### src/rtl/mem_arbiter.sv
// Two-port round-robin arbiter in front of a single-port word memory; one transaction in flight.
// Optional WAIT-state timeout response is enabled by defining MEM_ARB_TIMEOUT_EN.
module mem_arbiter #(
    parameter int ADDR_W         = 32,
    parameter int DATA_W         = 32,
    parameter int TIMEOUT_CYCLES = 15
) (
    input  logic              clk,
    input  logic              rst,
    input  logic              req0_valid,
    input  logic              req0_store,
    input  logic [ADDR_W-1:0] req0_addr,
    input  logic [DATA_W-1:0] req0_wdata,
    output logic              req0_ready,
    output logic              rsp0_valid,
    output logic [DATA_W-1:0] rsp0_rdata,
    output logic              rsp0_err,
    input  logic              req1_valid,
    input  logic              req1_store,
    input  logic [ADDR_W-1:0] req1_addr,
    input  logic [DATA_W-1:0] req1_wdata,
    output logic              req1_ready,
    output logic              rsp1_valid,
    output logic [DATA_W-1:0] rsp1_rdata,
    output logic              rsp1_err,
    output logic              l1_mem_valid,
    output logic              l1_mem_store,
    output logic [ADDR_W-1:0] l1_mem_addr,
    output logic [DATA_W-1:0] l1_mem_wdata,
    input  logic              mem_l1_valid,
    input  logic [DATA_W-1:0] mem_l1_rdata
);

    typedef enum logic [1:0] {IDLE, ISSUE, WAIT, RESP} state_t;

    localparam logic [31:0] TIMEOUT_PATTERN = 32'hDEAD_BEEF;

    if (TIMEOUT_CYCLES < 1) begin : g_bad_timeout
        $error("mem_arbiter: TIMEOUT_CYCLES must be at least 1");
    end

    state_t            state_q, state_d;
    logic              last_grant_q, gnt_q;
    logic              win, accept, timeout;
    logic              mem_store_q;
    logic [ADDR_W-1:0] mem_addr_q;
    logic [DATA_W-1:0] mem_wdata_q;
    logic [DATA_W-1:0] rdata0_q, rdata1_q, rdata_d;
    logic              mem_done;

`ifdef MEM_ARB_TIMEOUT_EN
    localparam int CNT_W = $clog2(TIMEOUT_CYCLES + 1);
    logic [CNT_W-1:0] cnt_q;
    logic             err_q;
    // Memory pulse takes priority over a timeout landing in the same cycle.
    assign timeout = (state_q == WAIT) && !mem_l1_valid &&
                     (cnt_q == CNT_W'(TIMEOUT_CYCLES - 1));
`else
    assign timeout = 1'b0;
`endif

    // On a tie the port not granted most recently wins.
    always_comb begin
        if (req0_valid && req1_valid) win = ~last_grant_q;
        else                          win = req1_valid;
    end

    assign accept   = (state_q == IDLE) && (req0_valid || req1_valid) && !rst;
    assign mem_done = (state_q == WAIT) && mem_l1_valid;

    always_comb begin
        if (timeout)          rdata_d = DATA_W'(TIMEOUT_PATTERN);
        else if (mem_store_q) rdata_d = '0;
        else                  rdata_d = mem_l1_rdata;
    end

    always_ff @(posedge clk) begin
        if (rst) state_q <= IDLE;
        else     state_q <= state_d;
    end

    always_comb begin
        state_d = state_q;
        case (state_q)
            IDLE:    if (req0_valid || req1_valid) state_d = ISSUE;
            ISSUE:   state_d = WAIT;
            WAIT:    if (mem_l1_valid || timeout) state_d = RESP;
            RESP:    state_d = IDLE;
            default: state_d = IDLE;
        endcase
    end

    always_ff @(posedge clk) begin
        if (rst) begin
            last_grant_q <= 1'b1;
            gnt_q        <= 1'b0;
            mem_store_q  <= 1'b0;
            mem_addr_q   <= '0;
            mem_wdata_q  <= '0;
            rdata0_q     <= '0;
            rdata1_q     <= '0;
        end else begin
            if (accept) begin
                gnt_q        <= win;
                last_grant_q <= win;
                mem_store_q  <= win ? req1_store : req0_store;
                mem_addr_q   <= win ? req1_addr  : req0_addr;
                mem_wdata_q  <= win ? req1_wdata : req0_wdata;
            end
            if (mem_done || timeout) begin
                if (gnt_q) rdata1_q <= rdata_d;
                else       rdata0_q <= rdata_d;
            end
        end
    end

`ifdef MEM_ARB_TIMEOUT_EN
    always_ff @(posedge clk) begin
        if (rst) begin
            cnt_q <= '0;
            err_q <= 1'b0;
        end else begin
            if (state_q == ISSUE)     cnt_q <= '0;
            else if (state_q == WAIT) cnt_q <= cnt_q + CNT_W'(1);
            if (mem_done)     err_q <= 1'b0;
            else if (timeout) err_q <= 1'b1;
        end
    end
`endif

    always_comb begin
        req0_ready   = accept && !win;
        req1_ready   = accept && win;
        l1_mem_valid = (state_q == ISSUE);
        rsp0_valid   = (state_q == RESP) && !gnt_q;
        rsp1_valid   = (state_q == RESP) && gnt_q;
`ifdef MEM_ARB_TIMEOUT_EN
        rsp0_err     = rsp0_valid && err_q;
        rsp1_err     = rsp1_valid && err_q;
`else
        rsp0_err     = 1'b0;
        rsp1_err     = 1'b0;
`endif
    end

    assign l1_mem_store = mem_store_q;
    assign l1_mem_addr  = mem_addr_q;
    assign l1_mem_wdata = mem_wdata_q;
    assign rsp0_rdata   = rdata0_q;
    assign rsp1_rdata   = rdata1_q;

endmodule

### config.mk
export PLATFORM = sky130hd
export DESIGN_NAME = mem_arbiter
export DESIGN_NICKNAME = d
export VERILOG_FILES = /design/src/rtl/mem_arbiter.sv
export SDC_FILE = /design/constraint.sdc
export NUM_CORES = 1
export LEC_CHECK = 0
export ABC_AREA = 1
export BUFFER_PORTS_ARGS = -buffer_cell sky130_fd_sc_hd__buf_2
export CAP_MARGIN = 40
export CORE_ASPECT_RATIO = 0.6
export CORE_MARGIN = 8
export CORE_UTILIZATION = 25
export CTS_CLUSTER_SIZE = 24
export DETAILED_ROUTE_END_ITERATION = 10
export PLACE_DENSITY = 0.49
export RECOVER_POWER = 100
export SKIP_CTS_REPAIR_TIMING = 1
export SLEW_MARGIN = 20
export SYNTH_ARGS = -nofsm -noshare
export SYNTH_HDL_FRONTEND = slang
export SYNTH_SLANG_ARGS = --single-unit
### constraint.sdc
create_clock -name clk -period 5 [get_ports clk]
set_clock_uncertainty 0.2 [all_clocks]
set_input_delay 0.5 -clock clk [delete_from_list [all_inputs] [get_ports clk]]
set_output_delay 0.5 -clock clk [all_outputs]
set_load 0.01 [all_outputs]
==> impl_metrics.json <==
{
  "outcome": "finished, violations left",
  "violations": "max-capacitance violations, max-slew violations",
  "rows": 43,
  "start_util_pct": 25.5,
  "vias": 6470,
  "whs_ns": 0.205,
  "syn_area_um2": 5910,
  "clkSlewWorstSetupHoldPaths_ns": 0.06,
  "nFillCells": 2644,
  "synth_fa_ha_area_share_pct": 0.846,
  "synth_top_area_share_pct": 45.0,
  "synthFlopType": "dfxtp_1",
  "finalSetupViolCount": 0,
  "synthXorXnorAreaFrac_pct": 0,
  "synthSimpleGateAreaFrac_pct": 32.4,
  "track_usage_pct": 15.7,
  "slew_viol_final": 74,
  "finalPower_mw": 3.59,
  "wl_per_cell_um": 15.7,
  "pin_count": 303,
  "crit_arrival_ns": 3.51,
  "netlist_top_cells_count": "nand2_1 (294), dfxtp_1 (133), a21oi_1 (102), nor2_1 (94), nand3_1 (67)",
  "core_um2": 23200,
  "cp_slowest_cell": "clkbuf_1",
  "via_per_inst": 4.38,
  "drive_above_1_share_pct": 18.0,
  "critPathTopFamily": "buffers and inverters",
  "h-tree-depth": 4,
  "max_freq_mhz": 296,
  "synth_compound_area_share_pct": 12.6,
  "io_buffers": 300,
  "timing.rr.end": "rsp1_rdata[13]$_SDFFE_PP0P_",
  "antenna_cells": 0,
  "worstRegToRegCells": 7,
  "synth_area_leaders": "dfxtp_1 (45%), nand2_1 (19%), a21oi_1 (8.6%), nor2_1 (6.0%), nand3_1 (5.7%)",
  "grt_remaining_overflow": 0,
  "area_growth_pct": 36.1,
  "place_hpwl_um": 16900,
  "cts_tree": "built",
  "slowest_delay_ns": 1.22,
  "num-nets-final": 1322,
  "startpoint_type": "flip-flop",
  "period_share_pct": 67.5,
  "hold_class": "in2reg",
  "firstDrtPassIters": 4,
  "cts_buffers": 17,
  "drv_cap": 2,
  "async_flop_share_pct": 0,
  "synthCells": 889,
  "grt_pass1_vias": 6259,
  "grt_pass1_wl_um": 36400,
  "synth_most_common_cell": "nand2_1",
  "crit_top_cell": "clkbuf_1",
  "first_iter_violations": 405,
  "yosysWarnings": 0,
  "crit_type": "reg2reg",
  "synth_edf_count": 0,
  "cp.required_ns": 5.13,
  "r2r-start": "state_q[0]$_SDFFE_PP0P_",
  "p_leak_nw": 3.57,
  "remaining_drc_errors": 0,
  "synth-seq-cells": 133,
  "ir_drop_mv": 0.234,
  "worst_pin_slew_ns": 1.63,
  "synthMuxAreaShare_pct": 0,
  "hold_end": "l1_mem_addr[3]$_SDFFE_PP0P_",
  "synth_cell_types": 16,
  "synth.avg_cell_area_um2": 6.65,
  "routed_wl_um": 23200,
  "crit_buf_inv": 3,
  "rsz0062_at_grt": "no",
  "grt_start_max_net_pins": 67,
  "place.gp.congestion": 0.786,
  "hold_viol": 0,
  "path_cells": "inv_1 -> ha_1 -> clkbuf_1 -> nand3_1 -> clkbuf_1 -> o21ai_0 -> a21oi_1",
  "cts_root_buffer": "clkbuf_16",
  "setup_tns_ns": 0,
  "cts_sinks": 133,
  "clock_latency_ns": 0.42,
  "worstHoldStart": "req0_addr[3]",
  "die_area_um2": 29000,
  "antenna_found_initial": 0,
  "min_period_ns": 3.37,
  "cellPowerDensity_nw_per_um2": 445,
  "slew_headroom_pct": -8.39,
  "synth_top_family_by_area": "simple AND/OR/NAND/NOR gates",
  "whs_path_depth": 5,
  "yosysSeqAreaShare_pct": 45.0,
  "cp_max_fo": 41,
  "cp-end-kind": "flip-flop",
  "die_h_um": 135,
  "final_antenna_net_count": 0,
  "clockBufferDepth": 2,
  "r2r_slack_ns": 1.63,
  "die_x_um": 215,
  "synth_largest_area_cell": "dfxtp_1"
}
## where the power goes
part	switching (mW)	internal [mW]
Combinational	0.642	0.299
Sequential	0.0869	1.21
Clock	0.491	0.859
## logic make-up after synthesis
kind of cell	Yosys count
AOI/OAI and AO/OA	149
adders and majority gates	4
buffers and inverters	128
DFF	133
other	1
and+or+nand+nor	474
## cell type report
| cell class | count | area, µm² | area share [%] |
|---|---|---|---|
| clock buffers | 19 | 453 | 5.63 |
| repair buffers | 313 | 1430 | 17.8 |
| multi-input cells | 629 | 2720 | 33.8 |
| flip-flops and latches | 133 | 2660 | 33.1 |
| well taps | 315 | 394 | 4.90 |
| clock inverters | 12 | 176 | 2.19 |
| inverters | 57 | 214 | 2.66 |
## sequential cells by signal (all words and copies together), names as in the netlist
register,cells
last_grant_q,1
state_q,2
gnt_q,1
l1_mem_store,1
l1_mem_addr,32
rsp0_rdata,32
rsp1_rdata,32
l1_mem_wdata,32
## worst max-delay path by stage
stage,start,endpoint,slack (ns),depth (start not counted)
6_report,state_q[0]$_SDFFE_PP0P_,rsp1_rdata[13]$_SDFFE_PP0P_,1.63,7
5_1_grt,state_q[0]$_SDFFE_PP0P_,rsp1_rdata[24]$_SDFFE_PP0P_,1.14,7
4_1_cts,state_q[0]$_SDFFE_PP0P_,req1_ready,2.10,7
3_5_place_dp,state_q[0]$_SDFFE_PP0P_,rsp0_rdata[13]$_SDFFE_PP0P_,2.29,7
3_3_place_gp,state_q[0]$_SDFFE_PP0P_,rsp1_rdata[6]$_SDFFE_PP0P_,2.17,5
2_1_floorplan,rst,req1_ready,3.02,5
## worst register-to-register path, stage by stage (launching register included)
cell and delay [ns]:
dfxtp_1 0.37, inv_1 0.09, ha_1 0.22, clkbuf_1 0.40
nand3_1 0.41, clkbuf_1 1.22, o21ai_0 0.20, a21oi_1 0.18
## metrics by stage
step	util [%]	cell area (µm²)	setup slack (ns)	instances
2_1_floorplan	-	5920	3.02	890
3_3_place_gp	32.7	7590	2.17	1444
3_5_place_dp	32.9	7630	2.29	1446
4_1_cts	35.6	8260	2.10	1477
5_1_grt	34.7	8050	1.14	1478
6_report	34.7	8050	1.63	1478
## cell usage in the layout, fill, tap and decap left out
cell type	n
clkinvlp_4	2
a21oi_1	102
inv_1	57
nand2_2	2
nor3_1	1
inv_6	2
ha_1	4
clkbuf_1	137
clkinv_2	3
clkbuf_8	2
o22ai_1	1
nor2_1	94
buf_12	1
o21ai_0	46
clkbuf_2	1
nand2_1	292
bufinv_16	4
nand3_1	67
nand4_1	18
conb_1	2
clkinv_4	1
buf_2	166
buf_4	8
dfxtp_1	133
clkbuf_16	17
## per-layer routing
| layer | vias up | track usage, % | wire [µm] |
|---|---|---|---|
| li1 | 3349 | - | - |
| met1 | 2910 | 20.8 | 11200 |
| met5 | - | 0 | 0 |
| met3 | 21 | 4.57 | 1470 |
| met2 | 190 | 24.2 | 10200 |
| met4 | 0 | 5.16 | 361 |
No activity file was read; power rests on OpenSTA's default activity.
